`config.mk`:
```
export PLATFORM = sky130hd
export DESIGN_NAME = cpu_controller_fsm_flat
export DESIGN_NICKNAME = d
export VERILOG_FILES = /design/src/rtl/cpu_controller_fsm_if.sv /design/src/rtl/cpu_controller_fsm.sv /design/src/flat_wrapper.sv
export SDC_FILE = /design/constraint.sdc
export NUM_CORES = 1
export LEC_CHECK = 0
export CORE_AREA = 2 2 39 41
export CTS_BUF_LIST = sky130_fd_sc_hd__clkbuf_16
export CTS_CLUSTER_DIAMETER = 50
export DETAILED_ROUTE_END_ITERATION = 10
export DIE_AREA = 0 0 41 43
export GPL_TIMING_DRIVEN = 0
export MAX_ROUTING_LAYER = met4
export PLACE_DENSITY = 0.72
export SYNTH_ARGS = -nofsm -noshare
export SYNTH_HDL_FRONTEND = slang
export SYNTH_SLANG_ARGS = --single-unit
```
`constraint.sdc`:
```
create_clock -name clk -period 1.9 [get_ports clk]
set_input_delay 0.57 -clock clk [delete_from_list [all_inputs] [get_ports clk]]
set_output_delay 0.57 -clock clk [all_outputs]
set_load 0.03 [all_outputs]
```
`src/rtl/cpu_controller_fsm_if.sv`:
```
// rtl/cpu_controller_fsm_if.sv - decoder/datapath control bundle for cpu_controller_fsm
//
// Groups the controller's start/decode inputs and all datapath control outputs.
//   master : the controller side (drives control, reads s/opcode/op)
//   slave  : the decoder/datapath side (drives s/opcode/op, reads control)
//
// Signals:
//   s         start request, sampled only while idle
//   opcode    instruction[15:13]
//   op        instruction[12:11]
//   w         idle / ready for next instruction
//   nsel      one-hot register select: 001=Rn, 010=Rd, 100=Rm
//   vsel      writeback source: 00=C, 01=mdata, 10=sximm8
//   write     register-file write enable
//   loada     load A latch
//   loadb     load B latch
//   asel      force ALU A input to 0
//   bsel      select sximm5 as ALU B input
//   loadc     load C latch
//   loads     load status flags
//   mem_cmd   00=none, 01=read, 10=write
//   load_addr load data-address register from C

interface cpu_controller_fsm_if;
    logic       s;
    logic [2:0] opcode;
    logic [1:0] op;
    logic       w;
    logic [2:0] nsel;
    logic [1:0] vsel;
    logic       write;
    logic       loada;
    logic       loadb;
    logic       asel;
    logic       bsel;
    logic       loadc;
    logic       loads;
    logic [1:0] mem_cmd;
    logic       load_addr;

    modport master (
        input  s, opcode, op,
        output w, nsel, vsel, write, loada, loadb, asel, bsel,
               loadc, loads, mem_cmd, load_addr
    );

    modport slave (
        output s, opcode, op,
        input  w, nsel, vsel, write, loada, loadb, asel, bsel,
               loadc, loads, mem_cmd, load_addr
    );
endinterface

```
`src/rtl/cpu_controller_fsm.sv`:
```
// rtl/cpu_controller_fsm.sv - Moore controller sequencing the 16-bit CPU datapath
//
// Steps the register-file/ALU datapath through one decoded instruction at a
// time. Every control output is a function of the current state only.
//
// Ports:
//   clk    rising-edge clock
//   reset  asynchronous active-high; returns to WAIT
//   bus    cpu_controller_fsm_if.master (s/opcode/op in, datapath control out)
//
// Parameters:
//   STATE_BITS  width of the state register (must hold every state)
//
// Build option:
//   CPU_LDR_STR_EN  when defined, adds LDR (011_00) and STR (100_00) with the
//                   address/memory states; otherwise mem_cmd and load_addr are 0
//                   and both opcodes return straight to WAIT.

module cpu_controller_fsm #(
    parameter int STATE_BITS = 5
) (
    input  logic                 clk,
    input  logic                 reset,
    cpu_controller_fsm_if.master bus
);

    localparam logic [STATE_BITS-1:0] S_WAIT      = 'd0;
    localparam logic [STATE_BITS-1:0] S_DECODE    = 'd1;
    localparam logic [STATE_BITS-1:0] S_WRITE_IMM = 'd2;
    localparam logic [STATE_BITS-1:0] S_GET_A     = 'd3;
    localparam logic [STATE_BITS-1:0] S_GET_B     = 'd4;
    // The ALU step is split into three codes so asel/loads stay pure state
    // decodes: plain (loadc), negate/move (asel+loadc) and compare (loads).
    localparam logic [STATE_BITS-1:0] S_ALU       = 'd5;
    localparam logic [STATE_BITS-1:0] S_ALU_ASEL  = 'd6;
    localparam logic [STATE_BITS-1:0] S_ALU_CMP   = 'd7;
    localparam logic [STATE_BITS-1:0] S_WRITE_REG = 'd8;
    localparam logic [STATE_BITS-1:0] S_HALT      = 'd9;
`ifdef CPU_LDR_STR_EN
    localparam logic [STATE_BITS-1:0] S_ADDR      = 'd10;
    localparam logic [STATE_BITS-1:0] S_LOAD_ADDR = 'd11;
    localparam logic [STATE_BITS-1:0] S_MEM_RD    = 'd12;
    localparam logic [STATE_BITS-1:0] S_WRITE_MEM = 'd13;
    localparam logic [STATE_BITS-1:0] S_GET_RD    = 'd14;
    localparam logic [STATE_BITS-1:0] S_PASS      = 'd15;
    localparam logic [STATE_BITS-1:0] S_MEM_WR    = 'd16;
`endif

    logic [STATE_BITS-1:0] state_q;
    logic [STATE_BITS-1:0] state_d;
    logic [4:0]            instr;

    assign instr = {bus.opcode, bus.op};

    always_ff @(posedge clk or posedge reset) begin
        if (reset) begin
            state_q <= S_WAIT;
        end else begin
            state_q <= state_d;
        end
    end

    always_comb begin
        state_d = state_q;
        case (state_q)
            S_WAIT: begin
                if (bus.s) state_d = S_DECODE;
            end
            S_DECODE: begin
                casez (instr)
                    5'b110_10:                   state_d = S_WRITE_IMM;
                    5'b110_00, 5'b101_11:        state_d = S_GET_B;
                    5'b101_00, 5'b101_01,
                    5'b101_10:                   state_d = S_GET_A;
                    5'b111_??:                   state_d = S_HALT;
`ifdef CPU_LDR_STR_EN
                    5'b011_00, 5'b100_00:        state_d = S_GET_A;
`endif
                    default:                     state_d = S_WAIT;
                endcase
            end
            S_WRITE_IMM: state_d = S_WAIT;
            S_GET_A: begin
`ifdef CPU_LDR_STR_EN
                if (instr == 5'b011_00 || instr == 5'b100_00) state_d = S_ADDR;
                else                                          state_d = S_GET_B;
`else
                state_d = S_GET_B;
`endif
            end
            // opcode/op are re-read here to pick the ALU flavour.
            S_GET_B: begin
                if (instr == 5'b101_01)                           state_d = S_ALU_CMP;
                else if (instr == 5'b110_00 || instr == 5'b101_11) state_d = S_ALU_ASEL;
                else                                              state_d = S_ALU;
            end
            S_ALU, S_ALU_ASEL: state_d = S_WRITE_REG;
            S_ALU_CMP:         state_d = S_WAIT;
            S_WRITE_REG:       state_d = S_WAIT;
            S_HALT:            state_d = S_HALT;
`ifdef CPU_LDR_STR_EN
            S_ADDR:      state_d = S_LOAD_ADDR;
            S_LOAD_ADDR: state_d = (bus.opcode == 3'b011) ? S_MEM_RD : S_GET_RD;
            S_MEM_RD:    state_d = S_WRITE_MEM;
            S_WRITE_MEM: state_d = S_WAIT;
            S_GET_RD:    state_d = S_PASS;
            S_PASS:      state_d = S_MEM_WR;
            S_MEM_WR:    state_d = S_WAIT;
`endif
            default:     state_d = S_WAIT;
        endcase
    end

    always_comb begin
        bus.w         = 1'b0;
        bus.nsel      = 3'b000;
        bus.vsel      = 2'b00;
        bus.write     = 1'b0;
        bus.loada     = 1'b0;
        bus.loadb     = 1'b0;
        bus.asel      = 1'b0;
        bus.bsel      = 1'b0;
        bus.loadc     = 1'b0;
        bus.loads     = 1'b0;
        bus.mem_cmd   = 2'b00;
        bus.load_addr = 1'b0;
        case (state_q)
            S_WAIT: bus.w = 1'b1;
            S_WRITE_IMM: begin
                bus.nsel  = 3'b001;
                bus.vsel  = 2'b10;
                bus.write = 1'b1;
            end
            S_GET_A: begin
                bus.nsel  = 3'b001;
                bus.loada = 1'b1;
            end
            S_GET_B: begin
                bus.nsel  = 3'b100;
                bus.loadb = 1'b1;
            end
            S_ALU:      bus.loadc = 1'b1;
            S_ALU_ASEL: begin
                bus.asel  = 1'b1;
                bus.loadc = 1'b1;
            end
            S_ALU_CMP:  bus.loads = 1'b1;
            S_WRITE_REG: begin
                bus.nsel  = 3'b010;
                bus.write = 1'b1;
            end
`ifdef CPU_LDR_STR_EN
            S_ADDR: begin
                bus.bsel  = 1'b1;
                bus.loadc = 1'b1;
            end
            S_LOAD_ADDR: bus.load_addr = 1'b1;
            S_MEM_RD:    bus.mem_cmd   = 2'b01;
            // Read command stays up so mdata is still valid during writeback.
            S_WRITE_MEM: begin
                bus.mem_cmd = 2'b01;
                bus.nsel    = 3'b010;
                bus.vsel    = 2'b01;
                bus.write   = 1'b1;
            end
            S_GET_RD: begin
                bus.nsel  = 3'b010;
                bus.loadb = 1'b1;
            end
            // Pass Rd through the ALU (A forced to 0) so C carries the store data.
            S_PASS: begin
                bus.asel  = 1'b1;
                bus.loadc = 1'b1;
            end
            S_MEM_WR: bus.mem_cmd = 2'b10;
`endif
            default: ;
        endcase
    end

endmodule

```
`src/flat_wrapper.sv`:
```
// flat-port wrapper written by rule: the top's interface ports become plain ports
module cpu_controller_fsm_flat 
#(
    parameter int STATE_BITS = 5
)
  (clk, reset, bus_s, bus_opcode, bus_op, bus_w, bus_nsel, bus_vsel, bus_write, bus_loada, bus_loadb, bus_asel, bus_bsel, bus_loadc, bus_loads, bus_mem_cmd, bus_load_addr);
  cpu_controller_fsm_if bus_i ();
  input  logic clk;
  input  logic reset;
  input wire logic [$bits(bus_i.s)-1:0] bus_s;
  input wire logic [$bits(bus_i.opcode)-1:0] bus_opcode;
  input wire logic [$bits(bus_i.op)-1:0] bus_op;
  output wire logic [$bits(bus_i.w)-1:0] bus_w;
  output wire logic [$bits(bus_i.nsel)-1:0] bus_nsel;
  output wire logic [$bits(bus_i.vsel)-1:0] bus_vsel;
  output wire logic [$bits(bus_i.write)-1:0] bus_write;
  output wire logic [$bits(bus_i.loada)-1:0] bus_loada;
  output wire logic [$bits(bus_i.loadb)-1:0] bus_loadb;
  output wire logic [$bits(bus_i.asel)-1:0] bus_asel;
  output wire logic [$bits(bus_i.bsel)-1:0] bus_bsel;
  output wire logic [$bits(bus_i.loadc)-1:0] bus_loadc;
  output wire logic [$bits(bus_i.loads)-1:0] bus_loads;
  output wire logic [$bits(bus_i.mem_cmd)-1:0] bus_mem_cmd;
  output wire logic [$bits(bus_i.load_addr)-1:0] bus_load_addr;
  assign bus_i.s = bus_s;
  assign bus_i.opcode = bus_opcode;
  assign bus_i.op = bus_op;
  assign bus_w = bus_i.w;
  assign bus_nsel = bus_i.nsel;
  assign bus_vsel = bus_i.vsel;
  assign bus_write = bus_i.write;
  assign bus_loada = bus_i.loada;
  assign bus_loadb = bus_i.loadb;
  assign bus_asel = bus_i.asel;
  assign bus_bsel = bus_i.bsel;
  assign bus_loadc = bus_i.loadc;
  assign bus_loads = bus_i.loads;
  assign bus_mem_cmd = bus_i.mem_cmd;
  assign bus_load_addr = bus_i.load_addr;
  cpu_controller_fsm #(.STATE_BITS(STATE_BITS)) u_core (.clk(clk), .reset(reset), .bus(bus_i));
endmodule
```
==> flow_summary.toml <==
[timing]
fin_crit_sh_pct = 107.6
finalCriticalPeriod_ns = 2.045
rsz0062_at_grt = "true"
drv_slew = 0
setup_viol = 5
timing.setup.tns_ns = -0.4426
hold_violations = 0
timing.final.ws_setup_ns = -0.1452
fmax_ghz = 0.4889
fin_skew_ns = 0.001537

[pwr]
power_mw = 1.233
p_seq_share_pct = 11.9
p_clk_share_pct = 26.2
switching_power_mw = 0.5009
switching_share_pct = 40.62
vdd_ir_drop_max_uv = 978.5
comb_power_share_pct = 61.9
intPower_mw = 0.7322
p_leak_nw = 0.4193
cellPowerDensity_mw_per_mm2 = 1439

[global_routing]
antenna_found_initial = 0
grt_pass1_wl_mm = 1.959
track_usage_pct = 17.13
grt_remaining_overflow = 0
grt_max_degree = 11
grt_pass1_vias = 464

[logic_synthesis]
synth_edf_count = 0
ys_async_sr_fraction_pct = 100.0
synth_area_um2 = 447.9
syn_inst = 60
ys_seq_area_share_pct = 22.35
synthFlopType = "dfrtp_1"
synth_top_area_cell = "dfrtp_1"
synth.distinct_cells = 29
ys_seq_elements = 4
yosysTopAreaCellShare_pct = 22.35
syn-mean-instance-area_um2 = 7.466
ys.warnings.count = 0
synth_area_leaders = "dfrtp_1, buf_4, a31oi_1, nand2b_1, nor3b_1"

[worst_hold_path]
hold_path_class = "input port to asynchronous set/reset pin"

[detailed_routing]
antenna_left = 0
drtPass1Iterations = 4
vias_per_cell = 4.764
drc_errors = 0
initialDrtViolationCount = 6
vias = 524
wl_per_cell_um = 11.15
wl_mm = 1.226

[flow_run]
maxCapViolCount = 0

[layout]
largest-register = "u_core.state_q"
largest_registers = "u_core.state_q x4"
final_area_um2 = 857.1
n_antenna_cell = 0
nets = 104
largest_reg_flops = 4
drive_above_1_share_pct = 50.00
syn_to_final_growth_pct = 91.34

[floorplanning]
die_area_mm2 = 0.001763
core-area_mm2 = 0.001384
start_util_pct = 32.37
num_rows = 14
die_w_um = 41
die_y_um = 43
ioPinCount = 24

[cts]
tritoncts = "yes"
numCtsBuffers = 3
insertion_delay_ns = 0.22
cts_root_buffer = "clkbuf_16"
htreeDepth = 1
cts_buffer_depth = 2
cts_hold_buf = 0
clock-sinks = 4
clkTransAtPathRegs_ns = 0.03

[critical_path]
path_max_fanout = 4
r2r_setup_slack_ns = 0.14
endpoint_kind = "output port"
timing.rr.end = "u_core.state_q[2]"
worstPathRequired_ns = 1.33
start_kind = "flop"
cp-startpoint = "u_core.state_q[3]"
rr_worst_depth = 9
r2r_start = "u_core.state_q[2]"
critPathKind = "flop to output port"
worstPathArrival_ns = 1.48

[placement]
post_dp_cell_area_um2 = 688.2
hpwl_um = 790.4
portBuffers = 18
finalWeightedCongestion = 0.7656

[outcome]
violations = "negative setup slack"
status = "finished with violations"
cells in the final DEF (no fill, tap or decap), types with 2 or more instances in the layout:
master           instances
buf_4                   19
clkbuf_4                 2
a31oi_1                  4
nand2_1                  3
inv_1                    5
buf_6                    6
nand2b_1                 3
conb_1                   5
or2_2                    2
dfrtp_1                  3
nor2_1                   3
clkdlybuf4s50_1          6
nor3b_1                  2
clkbuf_16                3
buf_2                    3
a21oi_1                  2
kinds of logic (layout without fill, tap and decap cells):
logic type      after synthesis  count (layout)  share of synthesized area, %
compound gates               16              16                         25.14
xor+xnor                      1               1                         1.956
buf+inv                      16              46                         20.67
flops                         4               4                         22.35
other cells                   1               5                        0.8372
simple gates                 22              22                         29.05
worst max-delay path by stage:
stage / cells after the start / slack, ns / endpoint
after detailed placement: 5 / -0.55 / bus_nsel[2]
after global placement: 5 / -0.55 / bus_nsel[2]
final: 4 / -0.15 / bus_nsel[2]
after floorplan: 4 / 0.02 / bus_nsel[2]
after CTS: 5 / -0.19 / bus_nsel[2]
after global routing: 4 / -0.19 / bus_nsel[2]
power by group through the flow:
stage | logic, mW | clock network, mW | registers (mW)
after global routing | 0.813 | 0.335 | 0.152
after detailed placement | 0.660 | 0 | 0.135
after floorplan | 0.479 | 0 | 0.132
after CTS | 0.731 | 0.326 | 0.141
final | 0.763 | 0.323 | 0.147
after global placement | 0.651 | 0 | 0.134
worst max-delay path, stage by stage (launching register included):
cell and delay, ns:
dfrtp_1 0.39, or4b_4 0.58, clkinv_4 0.08, buf_6 0.09, buf_6 0.11
layer usage:
| metal | up-vias | routed length, um | track usage, % |
|---|---|---|---|
| met5 | - | 0 | - |
| met4 | 0 | 0 | 4.000 |
| met3 | 0 | 99 | 6.283 |
| met2 | 22 | 646 | 27.81 |
| met1 | 234 | 480 | 19.16 |
| li1 | 268 | - | - |
cells in the mapped netlist (2+ instances only):
library cell  instances
nor4_1                2
nor3b_1               3
nor2_1                5
inv_1                 5
nand2_1               3
a31oi_1               4
a21oi_1               3
nand2b_1              4
buf_2                 2
buf_4                 6
or2_2                 2
dfrtp_1               4
metrics by stage:
stage | hold WS, ns | setup slack [ns] | util (%) | cells
2_1_floorplan | 0.3361 | 0.02225 | - | 64
3_3_place_gp | 0.6527 | -0.5480 | 49.73 | 98
3_5_place_dp | 0.6521 | -0.5465 | 49.73 | 98
4_1_cts | 0.5312 | -0.1875 | 60.40 | 113
5_1_grt | 0.5446 | -0.1915 | 61.93 | 110
6_report | 0.5277 | -0.1452 | 61.93 | 110
layout make-up:
class,count,area [um2]
Inverter,6,27.53
Timing Repair Buffer,29,251.5
Buffer,8,61.31
Clock buffer,3,75.07
Sequential cell,4,101.3
Tap cell,16,20.02
Fill cell,138,526.8
Multi-Input combinational cell,44,320.3
what timing repair did:
item,CTS,global route
setup endpoints to repair,12,11
hold endpoints to repair,0,0
gates resized for setup,68,17
cloned,0,0
setup buffers,13,1
pin swaps,2,3
Power figures use the tool's default switching activity.
